`src/rtl/leaf_tx_packetizer.sv`:
```
// ---------------------------------------------------------------------------
// leaf_tx_packetizer
//
// Transmit side of a BFT leaf. Collects 32-bit words from the user kernel's
// output channels over a vld/ack handshake, picks one channel per cycle in
// round-robin order, and checks that the destination BRAM still has room
// (credits). Each accepted word leaves one cycle later as a 49-bit BFT packet.
// Before any traffic flows, a small route table is loaded in the config state.
//
// Ports
//   clk                      single clock, rising edge
//   reset                    synchronous, active-low
//   din_leaf_user2interface  user words, channel i at [32i+31:32i]
//   vld_user2interface       per-channel word valid
//   ack_interface2user       per-channel accept strobe (one-hot or zero, combinational)
//   cfg_we/cfg_port/cfg_leaf/cfg_dport  route table write (config state only)
//   cfg_done                 leave config state, start forwarding
//   credit_vld/credit_port   free-space return from the destination
//   dout_leaf_interface2bft  {leaf, port, valid, addr, payload}, registered
//   stat_pkt_cnt             emitted packet count
//
// Build option
//   LEAF_TX_STATS_EN  when defined, stat_pkt_cnt counts emitted packets
//                     (wraps at 2**32); otherwise it is tied to zero.
// ---------------------------------------------------------------------------
module leaf_tx_packetizer #(
  parameter int PACKET_BITS           = 49,
  parameter int PAYLOAD_BITS          = 32,
  parameter int NUM_LEAF_BITS         = 5,
  parameter int NUM_PORT_BITS         = 4,
  parameter int NUM_ADDR_BITS         = 7,
  parameter int NUM_OUT_PORTS         = 6,
  parameter int FREESPACE_UPDATE_SIZE = 64
) (
  input  logic                                   clk,
  input  logic                                   reset,
  input  logic [NUM_OUT_PORTS*PAYLOAD_BITS-1:0]  din_leaf_user2interface,
  input  logic [NUM_OUT_PORTS-1:0]               vld_user2interface,
  output logic [NUM_OUT_PORTS-1:0]               ack_interface2user,
  input  logic                                   cfg_we,
  input  logic [2:0]                             cfg_port,
  input  logic [NUM_LEAF_BITS-1:0]               cfg_leaf,
  input  logic [NUM_PORT_BITS-1:0]               cfg_dport,
  input  logic                                   cfg_done,
  input  logic                                   credit_vld,
  input  logic [2:0]                             credit_port,
  output logic [PACKET_BITS-1:0]                 dout_leaf_interface2bft,
  output logic [31:0]                            stat_pkt_cnt
);

  localparam int IDX_BITS    = $clog2(NUM_OUT_PORTS);
  localparam int SCAN_BITS   = IDX_BITS + 1;
  localparam int CREDIT_MAX  = 2 ** NUM_ADDR_BITS;
  localparam int CREDIT_BITS = NUM_ADDR_BITS + 1;
  localparam int SUM_BITS    = NUM_ADDR_BITS + 2;

  localparam logic [0:0] S_CFG = 1'b0;
  localparam logic [0:0] S_RUN = 1'b1;

  logic [0:0]               state;
  logic [IDX_BITS-1:0]      rr_ptr;
  logic [NUM_LEAF_BITS-1:0] route_leaf  [NUM_OUT_PORTS];
  logic [NUM_PORT_BITS-1:0] route_dport [NUM_OUT_PORTS];
  logic [CREDIT_BITS-1:0]   credit      [NUM_OUT_PORTS];
  logic [NUM_ADDR_BITS-1:0] addr        [NUM_OUT_PORTS];
  logic [SUM_BITS-1:0]      credit_sum  [NUM_OUT_PORTS];

  logic [NUM_OUT_PORTS-1:0] eligible;
  logic [SCAN_BITS-1:0]     scan_idx;
  logic                     grant_vld;
  logic [IDX_BITS-1:0]      grant_idx;
  logic [PAYLOAD_BITS-1:0]  grant_word;
  logic [NUM_LEAF_BITS-1:0] grant_leaf;
  logic [NUM_PORT_BITS-1:0] grant_dport;
  logic [NUM_ADDR_BITS-1:0] grant_addr;

  // A channel competes only while forwarding is enabled and its destination
  // still has at least one free BRAM slot.
  always_comb begin
    for (int i = 0; i < NUM_OUT_PORTS; i++) begin
      eligible[i] = (state == S_RUN) && vld_user2interface[i] && (credit[i] != '0);
    end
  end

  // Round-robin scan starting at rr_ptr; the first eligible channel wins.
  always_comb begin
    grant_vld = 1'b0;
    grant_idx = '0;
    scan_idx  = '0;
    for (int k = 0; k < NUM_OUT_PORTS; k++) begin
      scan_idx = {1'b0, rr_ptr} + SCAN_BITS'(k);
      if (scan_idx >= SCAN_BITS'(NUM_OUT_PORTS)) begin
        scan_idx = scan_idx - SCAN_BITS'(NUM_OUT_PORTS);
      end
      if (!grant_vld && eligible[scan_idx[IDX_BITS-1:0]]) begin
        grant_vld = 1'b1;
        grant_idx = scan_idx[IDX_BITS-1:0];
      end
    end
  end

  // Mux out the winning channel's word, route entry and write address, and
  // drive its ack in the same cycle.
  always_comb begin
    ack_interface2user = '0;
    grant_word         = '0;
    grant_leaf         = '0;
    grant_dport        = '0;
    grant_addr         = '0;
    for (int i = 0; i < NUM_OUT_PORTS; i++) begin
      if (grant_vld && (grant_idx == IDX_BITS'(i))) begin
        ack_interface2user[i] = 1'b1;
        grant_word            = din_leaf_user2interface[i*PAYLOAD_BITS +: PAYLOAD_BITS];
        grant_leaf            = route_leaf[i];
        grant_dport           = route_dport[i];
        grant_addr            = addr[i];
      end
    end
  end

  // Credit arithmetic is one bit wider than the counter so that a returned
  // block landing on an almost-full counter can be clamped back to the BRAM
  // depth instead of wrapping.
  always_comb begin
    for (int i = 0; i < NUM_OUT_PORTS; i++) begin
      credit_sum[i] = SUM_BITS'(credit[i]);
      if (credit_vld && (credit_port == 3'(i))) begin
        credit_sum[i] = credit_sum[i] + SUM_BITS'(FREESPACE_UPDATE_SIZE);
      end
      if (grant_vld && (grant_idx == IDX_BITS'(i))) begin
        credit_sum[i] = credit_sum[i] - SUM_BITS'(1);
      end
    end
  end

  // Main sequential block. Output is registered and defaults to zero, so an
  // idle cycle (or a reset) produces an all-zero packet on the next edge.
  always_ff @(posedge clk) begin
    if (!reset) begin
      state                   <= S_CFG;
      rr_ptr                  <= '0;
      dout_leaf_interface2bft <= '0;
      for (int i = 0; i < NUM_OUT_PORTS; i++) begin
        route_leaf[i]  <= '0;
        route_dport[i] <= '0;
        credit[i]      <= CREDIT_BITS'(CREDIT_MAX);
        addr[i]        <= '0;
      end
    end else begin
      dout_leaf_interface2bft <= '0;
      for (int i = 0; i < NUM_OUT_PORTS; i++) begin
        if (credit_sum[i] > SUM_BITS'(CREDIT_MAX)) begin
          credit[i] <= CREDIT_BITS'(CREDIT_MAX);
        end else begin
          credit[i] <= credit_sum[i][CREDIT_BITS-1:0];
        end
        if (grant_vld && (grant_idx == IDX_BITS'(i))) begin
          addr[i] <= addr[i] + 1'b1;
        end
      end
      case (state)
        S_CFG: begin
          for (int i = 0; i < NUM_OUT_PORTS; i++) begin
            if (cfg_we && (cfg_port == 3'(i))) begin
              route_leaf[i]  <= cfg_leaf;
              route_dport[i] <= cfg_dport;
            end
          end
          if (cfg_done) begin
            state <= S_RUN;
          end
        end
        S_RUN: begin
          if (grant_vld) begin
            dout_leaf_interface2bft <= {grant_leaf, grant_dport, 1'b1, grant_addr, grant_word};
            rr_ptr <= (grant_idx == IDX_BITS'(NUM_OUT_PORTS - 1)) ? '0 : grant_idx + 1'b1;
          end
        end
        default: state <= S_CFG;
      endcase
    end
  end

`ifdef LEAF_TX_STATS_EN
  logic [31:0] pkt_cnt;

  // Counts packets as they are loaded into the output register.
  always_ff @(posedge clk) begin
    if (!reset) begin
      pkt_cnt <= '0;
    end else if (grant_vld) begin
      pkt_cnt <= pkt_cnt + 32'd1;
    end
  end

  assign stat_pkt_cnt = pkt_cnt;
`else
  assign stat_pkt_cnt = '0;
`endif

endmodule

```
`config.mk`:
```
export PLATFORM = sky130hd
export DESIGN_NAME = leaf_tx_packetizer
export DESIGN_NICKNAME = d
export VERILOG_FILES = /design/src/rtl/leaf_tx_packetizer.sv
export SDC_FILE = /design/constraint.sdc
export NUM_CORES = 1
export LEC_CHECK = 0
export ABC_AREA = 1
export BUFFER_PORTS_ARGS = -buffer_cell sky130_fd_sc_hd__buf_2
export CORE_MARGIN = 4
export CORE_UTILIZATION = 47
export DETAILED_ROUTE_END_ITERATION = 10
export GPL_ROUTABILITY_DRIVEN = 0
export HOLD_SLACK_MARGIN = 0.03
export MAX_ROUTING_LAYER = met4
export PLACE_DENSITY_LB_ADDON = 0.2
export SYNTH_ARGS = -nofsm -noshare
export SYNTH_HDL_FRONTEND = slang
export SYNTH_SLANG_ARGS = --single-unit
```
`constraint.sdc`:
```
create_clock -name clk -period 6.6 [get_ports clk]
set_input_delay 0.33 -clock clk [delete_from_list [all_inputs] [get_ports clk]]
set_output_delay 0.33 -clock clk [all_outputs]
set_load 0.005 [all_outputs]
```
# Word level (Yosys, flattened, before mapping)
# Memory sizes are Yosys's and may differ from the RTL's.
# Index checks and enable logic that the tools add are counted.
# op_classes
bitwise	30
n_eq_ne	15
add_sub_neg	30
reduce_logical	52
mux	179
n_lt_le_gt_ge	18
# op_table
operator	count
2-to-1 mux 32 bit	6
2-to-1 mux 9 bit	12
2-to-1 mux 8 bit	12
2-to-1 mux 1 bit	93
2-to-1 mux 7 bit	12
2-to-1 mux 5 bit	12
adder 8 x 7 -> 9 bit (second input constant)	6
> comparator 9 x 8 -> 1 bit (second input constant)	6
subtractor 9 x 1 -> 9 bit (second input constant)	6
2-to-1 mux 4 bit	12
nonzero test 8 bit	6
adder 7 x 1 -> 7 bit (second input constant)	6
2-to-1 mux 40 bit	1
2-to-1 mux 3 bit	13
logical AND 1 bit	35
bitwise OR 1 bit	30
< comparator 3 x 4 -> 1 bit (second input constant)	6
>= comparator 4 x 3 -> 1 bit (second input constant)	5
binary-select mux 1 bit (select 3 bit)	6
equality test 3 x 2 -> 1 bit (second input constant)	6
equality test 3 bit (second input constant)	6
subtractor 3 bit (second input constant)	6
equality test 3 x 1 -> 1 bit (second input constant)	3
logical NOT 3 bit	3
8 further kinds	15
# totals
in_bits	218
register_bits	53
n_memories	4
word_cells	332
mem_bits_rw	144
# mem_list
name	depth	word_bits	read_ports	rd_ports_with_merged_regs	write_ports	line_no	rtl
credit	6	8	6	0	6	64	logic [CREDIT_BITS-1:0] credit [NUM_OUT_PORTS];
addr	6	7	6	0	6	65	logic [NUM_ADDR_BITS-1:0] addr [NUM_OUT_PORTS];
route_leaf	6	5	6	0	6	62	logic [NUM_LEAF_BITS-1:0] route_leaf [NUM_OUT_PORTS];
route_dport	6	4	6	0	6	63	logic [NUM_PORT_BITS-1:0] route_dport [NUM_OUT_PORTS];

# Depth between registers and ports, before layout
# An unclocked memory read counts as a cell.
# depth
word_depth	30
depth_mapped	30
depth_no_buf	30

# Least setup slack after synthesis
# OpenSTA, ideal clock, no wires.
# synth_timing
kind	register -> register
from	register rr_ptr[1]
to	memory credit[3][1] (netlist bit) (data pin)
setup_ns	0.257
stages_incl_launch_ff	29
path_buffers	0
required_ns	6.343
synth_period_minus_slack_ns	3.875
slack_ns	2.725
arrival_ns	3.618
path_cell_list	dfxtp_1 > inv_1 > ha_1 > inv_2 > nand2_2 > nand3_1 > nand2_1 > nand2_1 > nand2_1 > inv_1 > nand2_1 > nand3_2 > nand2_2 > inv_4 > nand3_4 > nor2_4 > nand4_2 > a21boi_0 > nor2_1 > ha_1 > nand2_2 > inv_2 > nand4_1 > or2_1 > nor2_1 > xor2_1 > o21ai_1 > nand2_1 > nor2_1
# synth_rtl
element	line_no	rtl
from (decl)	61	logic [IDX_BITS-1:0] rr_ptr;
from (signal assigned)	176	rr_ptr <= (grant_idx == IDX_BITS'(NUM_OUT_PORTS - 1)) ? '0 : grant_idx + 1'b1;
to (decl)	64	

==> reports/summary.txt <==
======================================================================================
Most area-hungry cell type in the Yosys netlist                           sky130_fd_sc_hd__edfxtp_1
Clock root cell                                                           sky130_fd_sc_hd__clkbuf_16
Vias after detailed routing                                                     11.72k
Max-slew violation total from the final report                                       0
Total routing resource utilization after global routing                         23.10%
Maximum single-stage delay on the critical path                                 720 ps
Routed vias/inst                                                                 5.052
Cell area after placement                                                   14210 um^2
Fraction of the yosys area taken by sequential cells                            42.68%
Number of design rule violations left after detail routing                           0
Max stage delay cell, worst path                                          sky130_fd_sc_hd__dfxtp_1
Yosys warning total                                                                  0
DRC violation total after the first TritonRoute iteration                          807
Critical-path maximum fanout                                                        23
Number of distinct standard cells referenced by the synthesized netlist             48
Mean post-synth cell area                                                   7.466 um^2
Die width                                                                     171.9 um
Share of the clock period used by the worst path                                82.23%
Detailed placer's ending HPWL                                                 26260 um
Required arrival time at the worst endpoint                                    6800 ps
Post-route cell area                                                        14870 um^2
# resized after CTS                                                                  0
RSZ-0062 raised after global routing                                                no
Most area-consuming cells after synthesis                                 sky130_fd_sc_hd__edfxtp_1, sky130_fd_sc_hd__nand2_1, sky130_fd_sc_hd__dfxtp_1
Clk pin slew, worst setup/hold paths                                             90 ps
Drt wl/cell                                                                   15.15 um
Most common flop cell mapped by yosys                                     sky130_fd_sc_hd__edfxtp_1
Total die area                                                              29530 um^2
N_diodes                                                                             0
Area share of the largest cell type after synthesis                             34.27%
P&R area growth vs syn                                                          17.82%
Row cnt                                                                             59
Final hold viol count                                                                0
Most frequent cells after synthesis                                       sky130_fd_sc_hd__nand2_1, sky130_fd_sc_hd__nor2_1, sky130_fd_sc_hd__inv_1
Critical path data arrival time                                                5620 ps
Number of hold buffers added after cts                                               0
Layout cells sized above 1                                                      18.24%
Cell count after synthesis                                                        1690
Initial DRT Pass Iterations                                                          5
Cell area after technology mapping                                          12620 um^2
IO Pins                                                                            305
Total Neg Setup Slack                                                             0 ps
Post-CTS setup buffer count                                                          0
Achievable clock frequency                                                   184.3 MHz
Clock latency on the worst-skew pair                                            460 ps
Clock tree from TritonCTS                                                         done
Aggregate global routing overflow                                                    0
Largest net degree at the start of global routing                                   79
Kind of launch point of the worst setup path                                 flip-flop
Overall die height                                                            171.9 um
First-pass GRT wire length                                                    53030 um
Count of clock tree sinks                                                          197
Total Wirelength                                                              35150 um
Endpoints failing setup                                                              0
Starting Density                                                                48.15%
Placeable Area                                                              26210 um^2
Maximum clock path buffer count                                                      2
Number of antenna violations at the first check in global routing                    0
Final-stage net count                                                             2223
H-tree depth                                                                         4
Post-detailed-route count of antenna-violating nets                                  0
Worst Hold Path Cells                                                                3
Critical path class                                                       flip-flop to flip-flop
Vias in the first global route                                                  10.74k
Post-synth EDFFs                                                                   144
Most prevalent standard cell on the critical path                         sky130_fd_sc_hd__nand2_1
PortBufs                                                                           272
Maximum Capacitance Violations                                                       0
Length in cells of the worst reg-to-reg path                                        28
Transition time of the tightest slew-check pin                                 1201 ps
Final setup skew                                                              24.09 ps
Number of synthesized register bits                                                197
Minimum clock period                                                           5427 ps
Worst hold-check path type                                                input port to flip-flop
Rel. slew slack                                                                 19.72%
Category of the worst setup path capture point                               flip-flop
Status                                                                    finished, final reports clean
Share of async-settable or async-resettable flops after synthesis                   0%
Most frequent cell after synthesis                                        sky130_fd_sc_hd__nand2_1
Number of clock buffers inserted by TritonCTS                                       17
Filler instances                                                                  2486
======================================================================================
final cells by class:
class	instances	area, um^2	share of cell area [%]
Multi-Input combinational cell	1287	6270	42.17
Sequential cell	197	5385	36.22
Timing Repair Buffer	280	1421	9.561
Inverter	189	711.9	4.789
Clock buffer	17	425.4	2.861
Tap cell	335	419.2	2.819
Clock inverter	15	234.0	1.574
metrics by stage:
step / std cells / setup WS [ps] / hold slack (ps) / utilization, %
detailed placement: 2288 / 1225 / 519.2 / 54.21
CTS: 2320 / 1207 / 73.86 / 56.73
global route: 2320 / 664.2 / 128.9 / 56.73
floorplan: 1768 / 2725 / 445.8 / -
global placement: 2288 / 1450 / 511.4 / 54.21
finish: 2320 / 1173 / 85.84 / 56.73
cell families after synthesis:
group	count (synthesis)	share of synthesized area, %
other cells	2	0.05952
compound gates	256	10.67
xor+xnor	53	3.679
flops	197	42.68
fa+ha+maj	33	3.272
buf+inv	284	10.05
simple gates	865	29.59
registers in the layout (all words and copies together) (netlist names):
| signal | cells |
|---|---|
| route_dport | 24 |
| route_leaf | 30 |
| dout_leaf_interface2bft | 49 |
| rr_ptr | 3 |
| addr | 42 |
| credit | 48 |
| state | 1 |
path summary, 6_finish.rpt:
check,start,to,slack [ps]
hold / removal,cfg_done,state,90
hold reg to reg,route_dport[4][3],dout_leaf_interface2bft[43],540
setup reg to reg,rr_ptr[0],credit[3][1],1170
setup / recovery,rr_ptr[0],credit[3][1],1170
layout by cell type, fill, tap and decap left out, types with 17 or more instances in the layout:
| master | n |
|---|---|
| sky130_fd_sc_hd__xor2_1 | 41 |
| sky130_fd_sc_hd__o21ai_1 | 25 |
| sky130_fd_sc_hd__nand4_1 | 25 |
| sky130_fd_sc_hd__inv_1 | 177 |
| sky130_fd_sc_hd__a21oi_1 | 117 |
| sky130_fd_sc_hd__nand3_1 | 106 |
| sky130_fd_sc_hd__buf_2 | 272 |
| sky130_fd_sc_hd__edfxtp_1 | 144 |
| sky130_fd_sc_hd__nand2_1 | 450 |
| sky130_fd_sc_hd__dfxtp_1 | 53 |
| sky130_fd_sc_hd__nor3_1 | 20 |
| sky130_fd_sc_hd__o21ai_0 | 91 |
| sky130_fd_sc_hd__conb_1 | 80 |
| sky130_fd_sc_hd__clkbuf_16 | 17 |
| sky130_fd_sc_hd__nor2_1 | 206 |
| sky130_fd_sc_hd__ha_1 | 33 |
layer usage:
metal  vias to the layer above  GRT usage [%]  wire length [um]
met5                         -              -                 0
met1                      5352          28.21             14740
li1                       5980              -                 -
met3                        53          3.224              2114
met2                       335          39.68             17360
met4                         0          7.621               932
worst max-delay path: cells and delay by family, from the launching register on:
kind / cells / cell delay [ps]
xor+xnor: 1 / 180
compound gates: 1 / 90
buf+inv: 5 / 980
simple gates: 19 / 2560
fa+ha+maj: 2 / 640
flops: 1 / 720
Power is left out: the tool's default activity adds up to more than one toggle a clock period on the data nets, which glitch-free logic cannot reach.
